[config.mk]
export PLATFORM = sky130hd
export DESIGN_NAME = uart_tx_fifo_flat
export DESIGN_NICKNAME = d
export VERILOG_FILES = /design/src/rtl/uart_tx_fifo_pkg.sv /design/src/rtl/uart_tx_fifo_if.sv /design/src/rtl/uart_tx_fifo_sync_fifo.sv /design/src/rtl/uart_tx_fifo.sv /design/src/flat_wrapper.sv
export SDC_FILE = /design/constraint.sdc
export NUM_CORES = 1
export LEC_CHECK = 0
export BUFFER_PORTS_ARGS = -buffer_cell sky130_fd_sc_hd__buf_2
export CORE_MARGIN = 5
export CORE_UTILIZATION = 60
export DETAILED_ROUTE_END_ITERATION = 16
export PLACE_DENSITY = 0.74
export SETUP_SLACK_MARGIN = 0.3
export SYNTH_ARGS = -nofsm -noshare
export SYNTH_HDL_FRONTEND = slang
export SYNTH_SLANG_ARGS = --single-unit
export TNS_END_PERCENT = 5
[constraint.sdc]
create_clock -name i_Clock -period 2.5 [get_ports i_Clock]
set_clock_uncertainty 0.1 [all_clocks]
set_input_delay 0.25 -clock i_Clock [delete_from_list [all_inputs] [get_ports i_Clock]]
set_output_delay 0.25 -clock i_Clock [all_outputs]
set_load 0.005 [all_outputs]
[src/rtl/uart_tx_fifo_pkg.sv]
// Shared types and defaults for the buffered UART transmit front-end.
// Default FIFO sizing is also used by the receive side.
package uart_tx_fifo_pkg;

    localparam int unsigned DEFAULT_DEPTH  = 16;
    localparam int unsigned DEFAULT_ADDR_W = 4;
    localparam int unsigned BYTE_W         = 8;

    typedef enum logic [1:0] {
        IDLE      = 2'd0,
        LAUNCH    = 2'd1,
        WAIT_DONE = 2'd2,
        GAP       = 2'd3
    } tx_state_e;

endpackage

[src/rtl/uart_tx_fifo_if.sv]
// Host write port, FIFO status and uart_tx launch/pacing handshake.
// The slave modport is the FIFO; the master modport is host plus uart_tx.
interface uart_tx_fifo_if
    import uart_tx_fifo_pkg::*;
#(
    parameter int unsigned ADDR_W = DEFAULT_ADDR_W
) ();

    logic              i_Wr_DV;
    logic [BYTE_W-1:0] i_Wr_Byte;
    logic              o_Full;
    logic              o_Empty;
    logic [ADDR_W:0]   o_Count;
    logic              o_Overflow;
    logic              o_Tx_DV;
    logic [BYTE_W-1:0] o_Tx_Byte;
    logic              i_Tx_Active;
    logic              i_Tx_Done;

    modport slave (
        input  i_Wr_DV, i_Wr_Byte, i_Tx_Active, i_Tx_Done,
        output o_Full, o_Empty, o_Count, o_Overflow, o_Tx_DV, o_Tx_Byte
    );

    modport master (
        output i_Wr_DV, i_Wr_Byte, i_Tx_Active, i_Tx_Done,
        input  o_Full, o_Empty, o_Count, o_Overflow, o_Tx_DV, o_Tx_Byte
    );

endinterface

[src/rtl/uart_tx_fifo_sync_fifo.sv]
// Single-clock FIFO with registered count/full/empty and a one-cycle overflow flag.
// Storage is not reset; only pointers and status are.
module uart_tx_fifo_sync_fifo #(
    parameter int unsigned DEPTH  = 16,
    parameter int unsigned ADDR_W = 4,
    parameter int unsigned WIDTH  = 8
) (
    input  logic              clk,
    input  logic              rst,
    input  logic              push,
    input  logic [WIDTH-1:0]  wr_data,
    input  logic              pop,
    output logic [WIDTH-1:0]  rd_data,
    output logic [ADDR_W:0]   count,
    output logic              full,
    output logic              empty,
    output logic              overflow
);

    logic [WIDTH-1:0]  mem [DEPTH];
    logic [ADDR_W-1:0] wr_ptr;
    logic [ADDR_W-1:0] rd_ptr;
    logic              push_ok;
    logic              pop_ok;
    logic [ADDR_W:0]   count_nxt;

    // A full FIFO drops the write even when a pop frees a slot this cycle.
    assign push_ok = push && !full;
    assign pop_ok  = pop && !empty;
    assign rd_data = mem[rd_ptr];

    always_comb begin
        count_nxt = count;
        if (push_ok && !pop_ok) begin
            count_nxt = count + (ADDR_W+1)'(1);
        end else if (!push_ok && pop_ok) begin
            count_nxt = count - (ADDR_W+1)'(1);
        end
    end

    always_ff @(posedge clk) begin
        if (rst) begin
            wr_ptr   <= '0;
            rd_ptr   <= '0;
            count    <= '0;
            full     <= 1'b0;
            empty    <= 1'b1;
            overflow <= 1'b0;
        end else begin
            if (push_ok) wr_ptr <= wr_ptr + ADDR_W'(1);
            if (pop_ok)  rd_ptr <= rd_ptr + ADDR_W'(1);
            count    <= count_nxt;
            full     <= (count_nxt == (ADDR_W+1)'(DEPTH));
            empty    <= (count_nxt == '0);
            overflow <= push && full;
        end
    end

    always_ff @(posedge clk) begin
        if (push_ok) mem[wr_ptr] <= wr_data;
    end

endmodule

[src/rtl/uart_tx_fifo.sv]
// Buffered uart_tx front-end: queues host bytes and launches one serial frame at a time,
// pacing on the transmitter's active/done handshake.
module uart_tx_fifo
    import uart_tx_fifo_pkg::*;
#(
    parameter int unsigned DEPTH  = DEFAULT_DEPTH,
    parameter int unsigned ADDR_W = DEFAULT_ADDR_W
) (
    input  logic           i_Clock,
    input  logic           i_Reset,
    uart_tx_fifo_if.slave  bus
);

    tx_state_e         state;
    tx_state_e         state_nxt;
    logic              pop;
    logic [BYTE_W-1:0] head_byte;

    uart_tx_fifo_sync_fifo #(
        .DEPTH  (DEPTH),
        .ADDR_W (ADDR_W),
        .WIDTH  (BYTE_W)
    ) u_fifo (
        .clk      (i_Clock),
        .rst      (i_Reset),
        .push     (bus.i_Wr_DV),
        .wr_data  (bus.i_Wr_Byte),
        .pop      (pop),
        .rd_data  (head_byte),
        .count    (bus.o_Count),
        .full     (bus.o_Full),
        .empty    (bus.o_Empty),
        .overflow (bus.o_Overflow)
    );

    always_ff @(posedge i_Clock) begin
        if (i_Reset) state <= IDLE;
        else         state <= state_nxt;
    end

    // The active guard also holds off launches while a frame begun before reset drains.
    always_comb begin
        state_nxt = state;
        pop       = 1'b0;
        case (state)
            IDLE: begin
                if (!bus.o_Empty && !bus.i_Tx_Active) begin
                    state_nxt = LAUNCH;
                    pop       = 1'b1;
                end
            end
            LAUNCH:    state_nxt = WAIT_DONE;
            WAIT_DONE: if (bus.i_Tx_Done) state_nxt = GAP;
            GAP:       state_nxt = IDLE;
            default:   state_nxt = IDLE;
        endcase
    end

    always_ff @(posedge i_Clock) begin
        if (i_Reset) begin
            bus.o_Tx_DV   <= 1'b0;
            bus.o_Tx_Byte <= '0;
        end else begin
            bus.o_Tx_DV <= pop;
            if (pop) bus.o_Tx_Byte <= head_byte;
        end
    end

endmodule

[src/flat_wrapper.sv]
// flat-port wrapper written by rule: the top's interface ports become plain ports
module uart_tx_fifo_flat import uart_tx_fifo_pkg::*;
#(
    parameter int unsigned DEPTH  = DEFAULT_DEPTH,
    parameter int unsigned ADDR_W = DEFAULT_ADDR_W
)
  (i_Clock, i_Reset, bus_i_Wr_DV, bus_i_Wr_Byte, bus_i_Tx_Active, bus_i_Tx_Done, bus_o_Full, bus_o_Empty, bus_o_Count, bus_o_Overflow, bus_o_Tx_DV, bus_o_Tx_Byte);
  uart_tx_fifo_if #(.ADDR_W(ADDR_W)) bus_i ();
  input  logic i_Clock;
  input  logic i_Reset;
  input wire logic [$bits(bus_i.i_Wr_DV)-1:0] bus_i_Wr_DV;
  input wire logic [$bits(bus_i.i_Wr_Byte)-1:0] bus_i_Wr_Byte;
  input wire logic [$bits(bus_i.i_Tx_Active)-1:0] bus_i_Tx_Active;
  input wire logic [$bits(bus_i.i_Tx_Done)-1:0] bus_i_Tx_Done;
  output wire logic [$bits(bus_i.o_Full)-1:0] bus_o_Full;
  output wire logic [$bits(bus_i.o_Empty)-1:0] bus_o_Empty;
  output wire logic [$bits(bus_i.o_Count)-1:0] bus_o_Count;
  output wire logic [$bits(bus_i.o_Overflow)-1:0] bus_o_Overflow;
  output wire logic [$bits(bus_i.o_Tx_DV)-1:0] bus_o_Tx_DV;
  output wire logic [$bits(bus_i.o_Tx_Byte)-1:0] bus_o_Tx_Byte;
  assign bus_i.i_Wr_DV = bus_i_Wr_DV;
  assign bus_i.i_Wr_Byte = bus_i_Wr_Byte;
  assign bus_i.i_Tx_Active = bus_i_Tx_Active;
  assign bus_i.i_Tx_Done = bus_i_Tx_Done;
  assign bus_o_Full = bus_i.o_Full;
  assign bus_o_Empty = bus_i.o_Empty;
  assign bus_o_Count = bus_i.o_Count;
  assign bus_o_Overflow = bus_i.o_Overflow;
  assign bus_o_Tx_DV = bus_i.o_Tx_DV;
  assign bus_o_Tx_Byte = bus_i.o_Tx_Byte;
  uart_tx_fifo #(.DEPTH(DEPTH), .ADDR_W(ADDR_W)) u_core (.i_Clock(i_Clock), .i_Reset(i_Reset), .bus(bus_i));
endmodule
* After elaboration in Yosys (flattened, before gate mapping)
Memories as Yosys holds them, arrays and structs flattened. A register that Yosys moved wholly into a read port is not among the register bits.
Index checks and enable logic that the tools add are counted.
** Storage, ports and cells
- Register bits :: 19
- RAM bits :: 128
- Bits of input ports :: 13
- Word-level logic and storage cells :: 42
- Memories kept :: 1
** Memories
- u_core.u_fifo.mem :: depth 16, bits a word 8, rd ports 1, clocked after Yosys merged registers in 1, wr ports 1, RTL line uart_tx_fifo_sync_fifo.sv:20 : logic [WIDTH-1:0] mem [DEPTH];
** Operators by class
- Add/sub/neg operators :: 4
- Equal/unequal tests :: 6
- Mux-type cells :: 9
- Reductions and logical operators :: 14
** Operator list (count)
- 2-to-1 mux 5 bit :: 2
- adder 4 x 1 -> 4 bit, second input constant :: 2
- case mux 2 bit (4 select lines) :: 1
- logical AND 1 bit :: 6
- adder 5 x 1 -> 5 bit, second input constant :: 1
- == test 5 bit, second input constant :: 1
- logical NOT 1 bit :: 5
- logical NOT 5 bit :: 1
- subtractor 5 x 1 -> 5 bit, second input constant :: 1
- == test 2 bit, second input constant :: 2
- 2-to-1 mux 1 bit :: 4
- 2-to-1 mux 2 bit :: 2
- == test 2 x 1 -> 1 bit, second input constant :: 1
- logical NOT 2 bit :: 1
- != test 2 x 1 -> 1 bit, second input constant :: 1
- != test 2 bit, second input constant :: 1
- AND reduction 2 bit :: 1

* Logic depth before layout (Yosys ltp)
Gate-level depths: netlist of the first run.
- Depth in word-level cells :: 9
- Depth in mapped cells :: 8
- Depth with buffers taken out :: 7

* Hierarchy
A second synthesis of the first run with hierarchy kept.
** Second synthesis, totals
- Cell total of the unflattened synthesis :: 338
- Area, all modules :: 6367.4 µm²
** By module, submodules not included
- uart_tx_fifo_sync_fifo :: instances 1, cells each 295, area each 5916.9 µm², sequential area each 4244.1 µm²
- uart_tx_fifo :: instances 1, cells each 43, area each 450.4 µm², sequential area each 220.2 µm²

* Worst setup path after synthesis of the first run
No wires, ideal clock.
- Kind :: reg-to-reg
- From :: reg u_core.state[0]
- To :: reg u_core.u_fifo.empty
- Setup time :: 116 ps
- Data arrival time :: 1812 ps
- Path slack :: 471 ps
- Stages on the path, launching flop included :: 9
- Buffers on the path :: 1
- Period minus slack after synthesis :: 2029 ps
- Cells stage by stage :: dfxtp_1 > inv_1 > ha_1 > or3b_1 > buf_2 > and3_4 > a32o_1 > or2_0 > a41o_1
** On the way
- Cells in the longest elaborated chain, start to end :: 7
- Elaborated cells on any way between the ends :: 9
- Those cells by class :: 3 x mux; 6 x reduce/logical
** Ends and longest elaborated chain
- start: declaration :: RTL line uart_tx_fifo.sv:14 : tx_state_e state;
- start signal: assignment :: RTL line uart_tx_fifo.sv:38 : else state <= state_nxt;
- logical NOT 2 bit * :: RTL line uart_tx_fifo.sv:45 : case (state)
- 2-to-1 mux 1 bit * :: RTL line uart_tx_fifo.sv:45
- logical AND 1 bit * :: RTL line uart_tx_fifo_sync_fifo.sv:29 : assign pop_ok = pop && !empty;
- logical AND 1 bit / logical NOT 1 bit (equally long branches) :: RTL line uart_tx_fifo_sync_fifo.sv:36, uart_tx_fifo_sync_fifo.sv:34
- 2-to-1 mux 5 bit / logical AND 1 bit (equally long branches) :: RTL line uart_tx_fifo_sync_fifo.sv:36, uart_tx_fifo_sync_fifo.sv:34
- 2-to-1 mux 5 bit * :: RTL line uart_tx_fifo_sync_fifo.sv:34 : if (push_ok && !pop_ok) begin
- logical NOT 5 bit * :: RTL line uart_tx_fifo_sync_fifo.sv:54 : empty <= (count_nxt == '0);
- end signal: assignment :: RTL line uart_tx_fifo_sync_fifo.sv:54
- end: declaration :: RTL line uart_tx_fifo_sync_fifo.sv:16 : output logic empty,
Mark *: on every way between the ends. The rest lies on a longest branch, timed or not.
A chain may end at the register's enable or synchronous reset.

* Final worst setup path of the first run
Same ends and word-level chain as after synthesis.

==> run summary, run 1 <==
Outcome: finished, final reports clean
Clk_lat worst skew: 0.53 ns
Logic pwr share: 0.153
Hold_sp: bus_i_Wr_Byte[7]
Slew margin rel.: 0.5357
Setup tns final: 0 ns
Drt wl/cell: 22.26 µm
Startpoint Class: register
# setup viols final: 0
CP required: 2.82 ns
Area Growth Syn to Fin: 15.74%
Critical path peak fanout: 6
Number of flops mapped to enable cells by yosys: 128
Die width: 111.0 µm
Slew @ Worst Pin: 0.6951 ns
Die area: 12,310 µm²
Vias: 3,381
Worst Setup EP: u_core.u_fifo.empty
Synthesized area per cell: 17.08 µm²
Grt ovf: 0
Vias in the first global route: 3,448
Seq/Total Area, Yosys: 0.7170
Worst R2R End: u_core.u_fifo.empty
Layout cell share with drive strength beyond 1: 0.2874
Clock Tree Root: clkbuf_8
# IOs: 30
Synth Net Count: 381
Initial Util: 0.6199
Post-DP HPWL: 7666 µm
ANT cells: 0
Worst setup margin: 0.3959 ns
FMAX: 475.3 MHz
Most common cell after layout, fill and taps aside: edfxtp_1
Post-Route WL: 12,330 µm
Most frequent cells in the layout: edfxtp_1, nor2_1, mux4_2, buf_2, dfxtp_1
Clock buffer depth: 2
Lkg Pwr: 2.423 nW
Fin nets: 431
DRT iter0 DRCs: 363
Setup CP Type: register to register
Mapped cell area: 6115 µm²
Initial antenna violation count: 0
Pwr per Cell Area: 875.6 nW/µm²
CP peak stage delay: 0.43 ns
Clock network fraction of total power: 0.365
GRT Total Usage: 0.2134
Largest net degree at the start of global routing: 36
Sw Share: 0.2508
Final Critical Period: 2.104 ns
Clock slew seen by the registers of the worst setup and hold paths: 0.06 ns
H-Tree Level Count: 4
Worst path arrival time: 2.43 ns
Ys async rst share: 0
DRT Pass-1 Iters: 5
First-pass GRT wire length: 19,600 µm
Hold Crit Class: primary input to register
DRC violations left: 0
Prevailing post-synth register cell: edfxtp_1
MaxCap Viol Count: 0
Placement Rows: 36
Post-DR vias/cell: 6.103
R2R setup slack: 0.40 ns
Flop pwr share: 0.482
Cts bufs inserted: 17
Cell Int Power: 4.643 mW
Crit. path cell count: 7
Pwr Total: 6.197 mW
Final antenna-violating net count: 0
Seq cells post-synth: 155
Core area: 9864 µm²
Ys Warns: 0
Pre-CTS WS: 0.3239 ns
FF-to-FF Start: u_core.state[0]
GP Congestion: 0.7715
Cells after Synth: 358
Buf+Inv Stages, Crit Path: 1
Setup Buffers After CTS: 0
Final Max Slew Viols: 0
Final period util: 0.8416
Final hold violations: 0
Netlist cell types: 39
CP max-delay cell: or3b_4
Clock Sinks: 155
Max VDD drop: 0.0005111 V
RSZ-0062 raised after global routing: true
Critical Path, Cell by Cell: inv_1, ha_1, or3b_4, and3_4, a32o_1, or2_0, a41o_1
Crit. End Element: register
Worst Setup SP: u_core.state[0]
R2R depth: 7
Sw Pwr: 1.554 mW
Die Span Y: 111.0 µm
Buffers on Ports: 29
Crit-path leading delay family: simple AND/OR/NAND/NOR gates
TritonCTS clock tree: yes
==> synthesized netlist by cell type (3+ instances only) <==
cell | n | area share
a21oi_1 | 19 | 0.016
a22oi_1 | 16 | 0.020
buf_2 | 6 | 0.0049
clkbuf_1 | 11 | 0.0068
dfxtp_1 | 27 | 0.088
edfxtp_1 | 128 | 0.63
ha_1 | 10 | 0.020
inv_1 | 8 | 0.0049
mux4_2 | 32 | 0.12
nand2_1 | 16 | 0.0098
nand2b_1 | 3 | 0.0031
nor2_1 | 35 | 0.021
nor2b_1 | 3 | 0.0031
nor3_1 | 4 | 0.0033
o21ai_0 | 3 | 0.0025
xnor2_1 | 3 | 0.0043
xor2_1 | 5 | 0.0072
==> layer usage <==
metal	GRT usage	routed length, µm
met5	0	0
met3	0.05295	988
met1	0.2971	5179
met4	0.08621	300
met2	0.3269	5864
==> repair_timing <==
action                                  in CTS  in global routing
endpoints found under the setup margin       0                  3
gates resized for setup                      0                  3
hold endpoints to repair                     1                  0
hold buffers                                 1                  0
==> cell type report <==
cell class	instances	area, µm²
Tap cell	133	166.4
Fill cell	605	2788
Timing Repair Buffer	51	337.8
Clock inverter	12	67.56
Multi-Input combinational cell	175	1633
Inverter	8	30.03
Sequential cell	155	4385
Clock buffer	20	456.7
==> power by group through the flow <==
stage	clock [mW]	sequential, mW	combinational (mW)
after CTS	2.29	2.98	0.946
after floorplan	0	3.02	0.645
after global placement	0	3.03	0.908
final	2.26	2.98	0.951
after global routing	2.41	3.00	1.05
after detailed placement	0	3.04	0.938
==> worst min-delay path by stage <==
stage,endpoint,slack (ns),cells past startpoint
floorplan,u_core.u_fifo.mem[0][0],0.25,0
global placement,u_core.u_fifo.overflow,0.35,2
detailed placement,u_core.u_fifo.overflow,0.37,2
CTS,u_core.u_fifo.mem[2][7],0.01,1
global route,u_core.u_fifo.mem[8][4],0.02,1
finish,u_core.u_fifo.mem[2][7],0.02,1
==> state kept, by name, summed over array words and instances (netlist names), 2 cells and up <==
name                  flops
u_core.bus.o_Tx_Byte      8
u_core.state              2
u_core.u_fifo.count       5
u_core.u_fifo.mem       128
u_core.u_fifo.rd_ptr      4
u_core.u_fifo.wr_ptr      4
==> through the flow <==
step | utilization | cell area, µm² | std cells | hold WS, ns
global route | 0.7174 | 7077 | 554 | 0.02394
detailed placement | 0.6616 | 6526 | 521 | 0.3720
global placement | 0.6616 | 6526 | 521 | 0.3531
CTS | 0.7158 | 7061 | 554 | 0.01366
finish | 0.7174 | 7077 | 554 | 0.01605
floorplan | - | 6115 | 358 | 0.2489
==> kinds of logic after synthesis <==
group / after synthesis / share of synthesized area
DFF: 155 / 0.7170
and+or+nand+nor: 77 / 0.06180
buffers and inverters: 28 / 0.01862
AOI/OAI and AO/OA: 47 / 0.05116
adders and majority gates: 10 / 0.02046
xor gates and xnor gates: 8 / 0.01146
muxes: 33 / 0.1195
Power figures use the tool's default switching activity.
==> run 2: changes to the inputs <==
--- a/config.mk
+++ b/config.mk
@@ -7,9 +7,9 @@
 export LEC_CHECK = 0
 export BUFFER_PORTS_ARGS = -buffer_cell sky130_fd_sc_hd__buf_2
 export CORE_MARGIN = 5
-export CORE_UTILIZATION = 60
+export CORE_UTILIZATION = 55
 export DETAILED_ROUTE_END_ITERATION = 16
-export PLACE_DENSITY = 0.74
+export PLACE_DENSITY = 0.72
 export SETUP_SLACK_MARGIN = 0.3
 export SYNTH_ARGS = -nofsm -noshare
 export SYNTH_HDL_FRONTEND = slang
==> constraint.sdc (replaced) <==
create_clock -name i_Clock -period 1.9 [get_ports i_Clock]
set_clock_uncertainty 0.1 [all_clocks]
set_input_delay 0.19 -clock i_Clock [delete_from_list [all_inputs] [get_ports i_Clock]]
set_output_delay 0.19 -clock i_Clock [all_outputs]
set_load 0.005 [all_outputs]
==> run summary, run 2 (synthesis gave the netlist of run 1 again) <==
Outcome: finished with violations (was finished, final reports clean)
Violated checks: setup timing
TritonCTS clock tree: yes (unchanged)
Most common cell after layout, fill and taps aside: edfxtp_1 (unchanged)
Final hold violations: 0 (unchanged)
DRT iter0 DRCs: 269 (was 363)
Largest register FFs: 128 (unchanged)
Clk_lat worst skew: 0.53 ns (about the same)
Worst path arrival time: 2.35 ns (was 2.43 ns)
Layout cell share with drive strength beyond 1: 0.4191 (was 0.2874)
Buffers on Ports: 29 (unchanged)
Grt ovf: 0 (unchanged)
Slew margin rel.: 0.6383 (was 0.5357)
CP required: 2.23 ns (was 2.82 ns)
Final Critical Period: 2.028 ns (was 2.104 ns)
Fill cells: 631 (was 605)
DRC violations left: 0 (unchanged)
Fin nets: 461 (was 431)
Post-DP HPWL: 7983 µm (was 7666 µm)
Cell Int Power: 6.973 mW (was 4.643 mW)
GRT Total Usage: 0.2169 (was 0.2134)
Placement Rows: 38 (was 36)
Final period util: 1.067 (was 0.8416)
Setup tns final: -0.2578 ns (was 0 ns)
DRT Pass-1 Iters: 5 (unchanged)
H-Tree Level Count: 4 (unchanged)
Worst hold margin: 0.02412 ns (was 0.01605 ns)
Clock slew seen by the registers of the worst setup and hold paths: 0.06 ns (about the same)
Reg with most FFs: u_core.u_fifo.mem (unchanged)
Multi-input gate area: 1879 µm² (was 1633 µm²)
Critical path peak fanout: 3 (was 6)
Vias: 3,463 (was 3,381)
Clock buffer depth: 2 (unchanged)
Largest registers: u_core.u_fifo.mem: 128 flops, u_core.bus.o_Tx_Byte: 8 flops, u_core.u_fifo.count: 5 flops (unchanged)
Lkg Pwr: 2.684 nW (was 2.423 nW)
Post-DP Area: 6674 µm² (was 6526 µm²)
Clock Sinks: 155 (unchanged)
Register Area: 4392 µm² (was 4385 µm²)
Post-Route WL: 13,260 µm (was 12,330 µm)
Cts bufs inserted: 17 (unchanged)
Max VDD drop: 0.0008011 V (was 0.0005111 V)
Die Span Y: 115.4 µm (was 111.0 µm)
Hold Crit Class: primary input to register (unchanged)
Clock Tree Root: clkbuf_8 (unchanged)
Flop pwr share: 0.430 (was 0.482)
Startpoint Class: register (unchanged)
GP Congestion: 0.8802 (was 0.7715)
Core area: 10,890 µm² (was 9864 µm²)
Final Max Slew Viols: 0 (unchanged)
Most frequent cells in the layout: edfxtp_1, mux4_2, buf_2, nor2_1, dfxtp_1 (was edfxtp_1, nor2_1, mux4_2, buf_2, dfxtp_1)
Drt wl/cell: 22.44 µm (was 22.26 µm)
Logic pwr share: 0.186 (was 0.153)
# setup viols final: 3 (was 0)
Initial Util: 0.5616 (was 0.6199)
Die width: 115.4 µm (was 111.0 µm)
RSZ-0062 raised after global routing: true (unchanged)
Slew @ Worst Pin: 0.5426 ns (was 0.6951 ns)
Area Growth Syn to Fin: 27.85% (was 15.74%)
Sw Share: 0.2388 (was 0.2508)
ANT cells: 0 (unchanged)
MaxCap Viol Count: 0 (unchanged)
Worst setup margin: -0.1280 ns (was 0.3959 ns)
Clock network fraction of total power: 0.384 (was 0.365)
Setup CP Type: register to register (unchanged)
Final antenna-violating net count: 0 (unchanged)
Crit. End Element: register (unchanged)
Initial antenna violation count: 0 (unchanged)
Largest net degree at the start of global routing: 27 (was 36)
First-pass GRT wire length: 20,600 µm (was 19,600 µm)
Vias in the first global route: 3,699 (was 3,448)
Core Util, Final: 0.7180 (was 0.7174)
# IOs: 30 (unchanged)
Pwr per Cell Area: 1172 nW/µm² (was 875.6 nW/µm²)
Post-DR vias/cell: 5.860 (was 6.103)
Final Cell Area: 7818 µm² (was 7077 µm²)
Sw Pwr: 2.188 mW (was 1.554 mW)
Die area: 13,330 µm² (was 12,310 µm²)
FMAX: 493.1 MHz (was 475.3 MHz)
## run 2: cell count changes in the layout (fill, tap and decap cells not counted), moves of 8 or more
cell           previous run  this run
a22oi_1                  15         4
a21oi_2                   0         8
a21oi_1                  19        11
buf_6                     0        17
dlygate4sd3_1             1        10
a22oi_2                   1        12
## run 2: power groups by stage
stage	combinational (mW)	sequential, mW	clock, mW
finish	1.71	3.94	3.52
global route	1.85	3.95	3.72
CTS	1.62	3.93	3.58
detailed placement	1.35	3.99	0
global placement	1.32	3.98	0
floorplan	0.851	3.97	0
## run 2: worst max-delay path, stage by stage, from the launching register on
cell and delay (ns):
dfxtp_2 0.32, inv_2 0.07, ha_4 0.14, or3b_4 0.41
and3_4 0.22, a32o_2 0.23, or2_1 0.21, a41o_1 0.22
## run 2: path summary, 6_finish.rpt
kind	slack, ns	cells after the start	endpoint	from
max	-0.13	7	u_core.u_fifo.empty	u_core.state[1]
min	0.02	2	u_core.u_fifo.count[2]	i_Reset
max reg2reg	-0.13	7	u_core.u_fifo.empty	u_core.state[1]
min reg2reg	0.40	2	u_core.bus.o_Tx_Byte[7]	u_core.bus.o_Tx_Byte[7]
## run 2: layer usage
layer  GRT usage  part of all wire  up-vias
li1            -                 -     1556
met5           0                 0        -
met1      0.2695              0.39     1739
met4     0.09233             0.028        0
met3     0.05901             0.060       32
met2      0.3615              0.52      136
## run 2: stage by stage
step | total power, mW | std cells | worst slack [ns]
after global routing | 9.518 | 591 | -0.2014
after floorplan | 4.826 | 358 | -0.1059
after CTS | 9.131 | 590 | -0.1145
final | 9.161 | 591 | -0.1280
after detailed placement | 5.339 | 543 | -0.2346
after global placement | 5.297 | 543 | -0.1135
## run 2: what timing repair did
| item | in CTS | in global routing |
|---|---|---|
| setup buffers | 3 | 1 |
| hold buffers | 10 | 0 |
| endpoints found under the hold margin | 130 | 0 |
| setup endpoints to repair | 111 | 132 |
| cloned | 2 | 0 |
| pin swaps | 21 | 7 |
| gates resized for setup | 45 | 40 |
## run 2: final cells by class
class | instances | area share
well taps | 140 | 0.02241
clock buffers | 18 | 0.05346
flip-flops and latches | 155 | 0.5618
multi-input cells | 175 | 0.2404
inverters | 8 | 0.003841
clock inverters | 14 | 0.02577
repair buffers | 81 | 0.09235
==> run 3: changes to the inputs <==
--- a/config.mk
+++ b/config.mk
@@ -7,9 +7,9 @@
 export LEC_CHECK = 0
 export BUFFER_PORTS_ARGS = -buffer_cell sky130_fd_sc_hd__buf_2
 export CORE_MARGIN = 5
-export CORE_UTILIZATION = 55
+export CORE_UTILIZATION = 60
 export DETAILED_ROUTE_END_ITERATION = 16
-export PLACE_DENSITY = 0.72
+export PLACE_DENSITY = 0.74
 export SETUP_SLACK_MARGIN = 0.3
 export SYNTH_ARGS = -nofsm -noshare
 export SYNTH_HDL_FRONTEND = slang
==> constraint.sdc (replaced) <==
create_clock -name i_Clock -period 2 [get_ports i_Clock]
set_clock_uncertainty 0.1 [all_clocks]
set_input_delay 0.2 -clock i_Clock [delete_from_list [all_inputs] [get_ports i_Clock]]
set_output_delay 0.2 -clock i_Clock [all_outputs]
set_load 0.005 [all_outputs]
==> run summary, run 3 (synthesis gave the netlist of run 1 again) <==
Outcome: finished with violations (unchanged)
Violated checks: setup timing (unchanged)
Initial antenna violation count: 0 (unchanged)
CP peak stage delay: 0.42 ns (was 0.41 ns)
RSZ-0062 raised after global routing: true (unchanged)
Core Util, Final: 0.7673 (was 0.7180)
CP max-delay cell: or3b_4 (unchanged)
Fill cells: 546 (was 631)
Final period util: 1.020 (was 1.067)
Cts bufs inserted: 17 (unchanged)
Register Area: 4393 µm² (was 4392 µm²)
Setup tns final: -0.03927 ns (was -0.2578 ns)
Pwr Total: 8.395 mW (was 9.161 mW)
DRT Pass-1 Iters: 5 (unchanged)
Largest net degree at the start of global routing: 36 (was 27)
Worst path arrival time: 2.36 ns (was 2.35 ns)
Final hold violations: 0 (unchanged)
Critical path peak fanout: 6 (was 3)
Cell Int Power: 6.295 mW (was 6.973 mW)
Setup CP Type: register to register (unchanged)
DRC violations left: 0 (unchanged)
Fin nets: 456 (was 461)
MaxCap Viol Count: 0 (unchanged)
Crit. End Element: register (unchanged)
Die area: 12,310 µm² (was 13,330 µm²)
Largest registers: u_core.u_fifo.mem: 128 flops, u_core.bus.o_Tx_Byte: 8 flops, u_core.u_fifo.count: 5 flops (unchanged)
Post-DR vias/cell: 5.969 (was 5.860)
Crit-path leading delay family: simple AND/OR/NAND/NOR gates (unchanged)
Placement Rows: 36 (was 38)
Slew @ Worst Pin: 0.5192 ns (was 0.5426 ns)
Startpoint Class: register (unchanged)
Worst setup margin: -0.03927 ns (was -0.1280 ns)
CP required: 2.32 ns (was 2.23 ns)
Post-Route WL: 12,540 µm (was 13,260 µm)
GRT Total Usage: 0.2217 (was 0.2169)
Die width: 111.0 µm (was 115.4 µm)
Grt ovf: 0 (unchanged)
Reg with most FFs: u_core.u_fifo.mem (unchanged)
Sw Pwr: 2.100 mW (was 2.188 mW)
Final antenna-violating net count: 0 (unchanged)
Die Span Y: 111.0 µm (was 115.4 µm)
Max VDD drop: 0.0009225 V (was 0.0008011 V)
Core area: 9864 µm² (was 10,890 µm²)
Pre-CTS WS: -0.1621 ns (was -0.2346 ns)
Pwr per Cell Area: 1109 nW/µm² (was 1172 nW/µm²)
H-Tree Level Count: 4 (unchanged)
GP Congestion: 0.8325 (was 0.8802)
Buf+Inv Stages, Crit Path: 1 (unchanged)
Flop pwr share: 0.444 (was 0.430)
Vias: 3,456 (was 3,463)
Clock network fraction of total power: 0.384 (about the same)
Hold Crit Class: primary input to register (unchanged)
Most frequent cells in the layout: edfxtp_1, nor2_1, mux4_2, buf_4, buf_2 (was edfxtp_1, mux4_2, buf_2, nor2_1, dfxtp_1)
Vias in the first global route: 3,500 (was 3,699)
Clock slew seen by the registers of the worst setup and hold paths: 0.06 ns (about the same)
R2R setup slack: -0.04 ns (was -0.13 ns)
Largest register FFs: 128 (unchanged)
DRT iter0 DRCs: 228 (was 269)
Final Max Slew Viols: 0 (unchanged)
TritonCTS clock tree: yes (unchanged)
Clk_lat worst skew: 0.53 ns (about the same)
Post-DP HPWL: 7772 µm (was 7983 µm)
Clock Sinks: 155 (unchanged)
FMAX: 490.4 MHz (was 493.1 MHz)
Lkg Pwr: 2.599 nW (was 2.684 nW)
Most common cell after layout, fill and taps aside: edfxtp_1 (unchanged)
Buffers on Ports: 29 (unchanged)
Clock buffer depth: 2 (unchanged)
Slew margin rel.: 0.6523 (was 0.6383)
First-pass GRT wire length: 20,000 µm (was 20,600 µm)
Multi-input gate area: 1804 µm² (was 1879 µm²)
# IOs: 30 (unchanged)
Clock Tree Root: clkbuf_8 (unchanged)
Sw Share: 0.2501 (was 0.2388)
Drt wl/cell: 21.66 µm (was 22.44 µm)
Logic pwr share: 0.172 (was 0.186)
Layout cell share with drive strength beyond 1: 0.3969 (was 0.4191)
Final Critical Period: 2.039 ns (was 2.028 ns)
Initial Util: 0.6199 (was 0.5616)
Critical Path, Cell by Cell: inv_2, ha_4, or3b_4, and3_4, a32o_2, or2_0, a41o_1 (was inv_2, ha_4, or3b_4, and3_4, a32o_2, or2_1, a41o_1)
Area Growth Syn to Fin: 23.78% (was 27.85%)
ANT cells: 0 (unchanged)
# setup viols final: 1 (was 3)
## run 3: cell count changes in the layout (fill, tap and decap cells not counted), moves of 4 or more
cell / change
buf_4: +13
nor2_2: -6
a22oi_2: +4
clkinv_4: +5
inv_6: +4
a22oi_1: -4
nor2_1: +7
buf_6: -15
## run 3: per-stage QoR
step / instance area (µm²) / hold WS, ns / std cells
after floorplan: 6126 / 0.1989 / 358
after global placement: 6640 / 0.3386 / 533
after detailed placement: 6640 / 0.3479 / 533
after CTS: 7502 / 0.001174 / 577
after global routing: 7569 / 0.05322 / 579
final: 7569 / 0.07362 / 579
## run 3: area by class of cell
class / instances / share of cell area
Tap cell: 133 / 0.02199
Inverter: 8 / 0.003968
Clock buffer: 17 / 0.05472
Sequential cell: 155 / 0.5804
Timing Repair Buffer: 76 / 0.07538
Multi-Input combinational cell: 175 / 0.2384
Clock inverter: 15 / 0.02513
## run 3: final timing paths
| path | depth (start not counted) | to | start |
|---|---|---|---|
| worst max register to register | 7 | u_core.u_fifo.empty | u_core.state[0] |
| worst min-delay path | 5 | u_core.u_fifo.rd_ptr[1] | bus_i_Tx_Active |
| worst min register to register | 2 | u_core.u_fifo.overflow | u_core.u_fifo.full |
| worst max-delay path | 7 | u_core.u_fifo.empty | u_core.state[0] |
## run 3: power by group through the flow
stage | Combinational (mW) | Sequential, mW | Clock [mW]
after floorplan | 0.807 | 3.78 | 0
after global placement | 1.24 | 3.78 | 0
after detailed placement | 1.26 | 3.78 | 0
after CTS | 1.40 | 3.72 | 3.28
after global routing | 1.58 | 3.74 | 3.44
final | 1.44 | 3.73 | 3.22
## run 3: worst register-to-register path: stages (launching register included)
cell,delay [ns]
dfxtp_2,0.32
inv_2,0.07
ha_4,0.14
or3b_4,0.42
and3_4,0.22
a32o_2,0.24
or2_0,0.20
a41o_1,0.22
## run 3: what timing repair did
action	CTS	global route
endpoints found under the hold margin	144	1
setup buffers	2	1
pin swaps	21	18
hold buffers	10	1
resized for setup	35	13
endpoints found under the setup margin	30	45
## run 3: routing by layer
layer / wire (µm) / track usage
met1: 5048 / 0.2934
met2: 6177 / 0.3507
met3: 1122 / 0.06932
met4: 197 / 0.07800
met5: 0 / 0
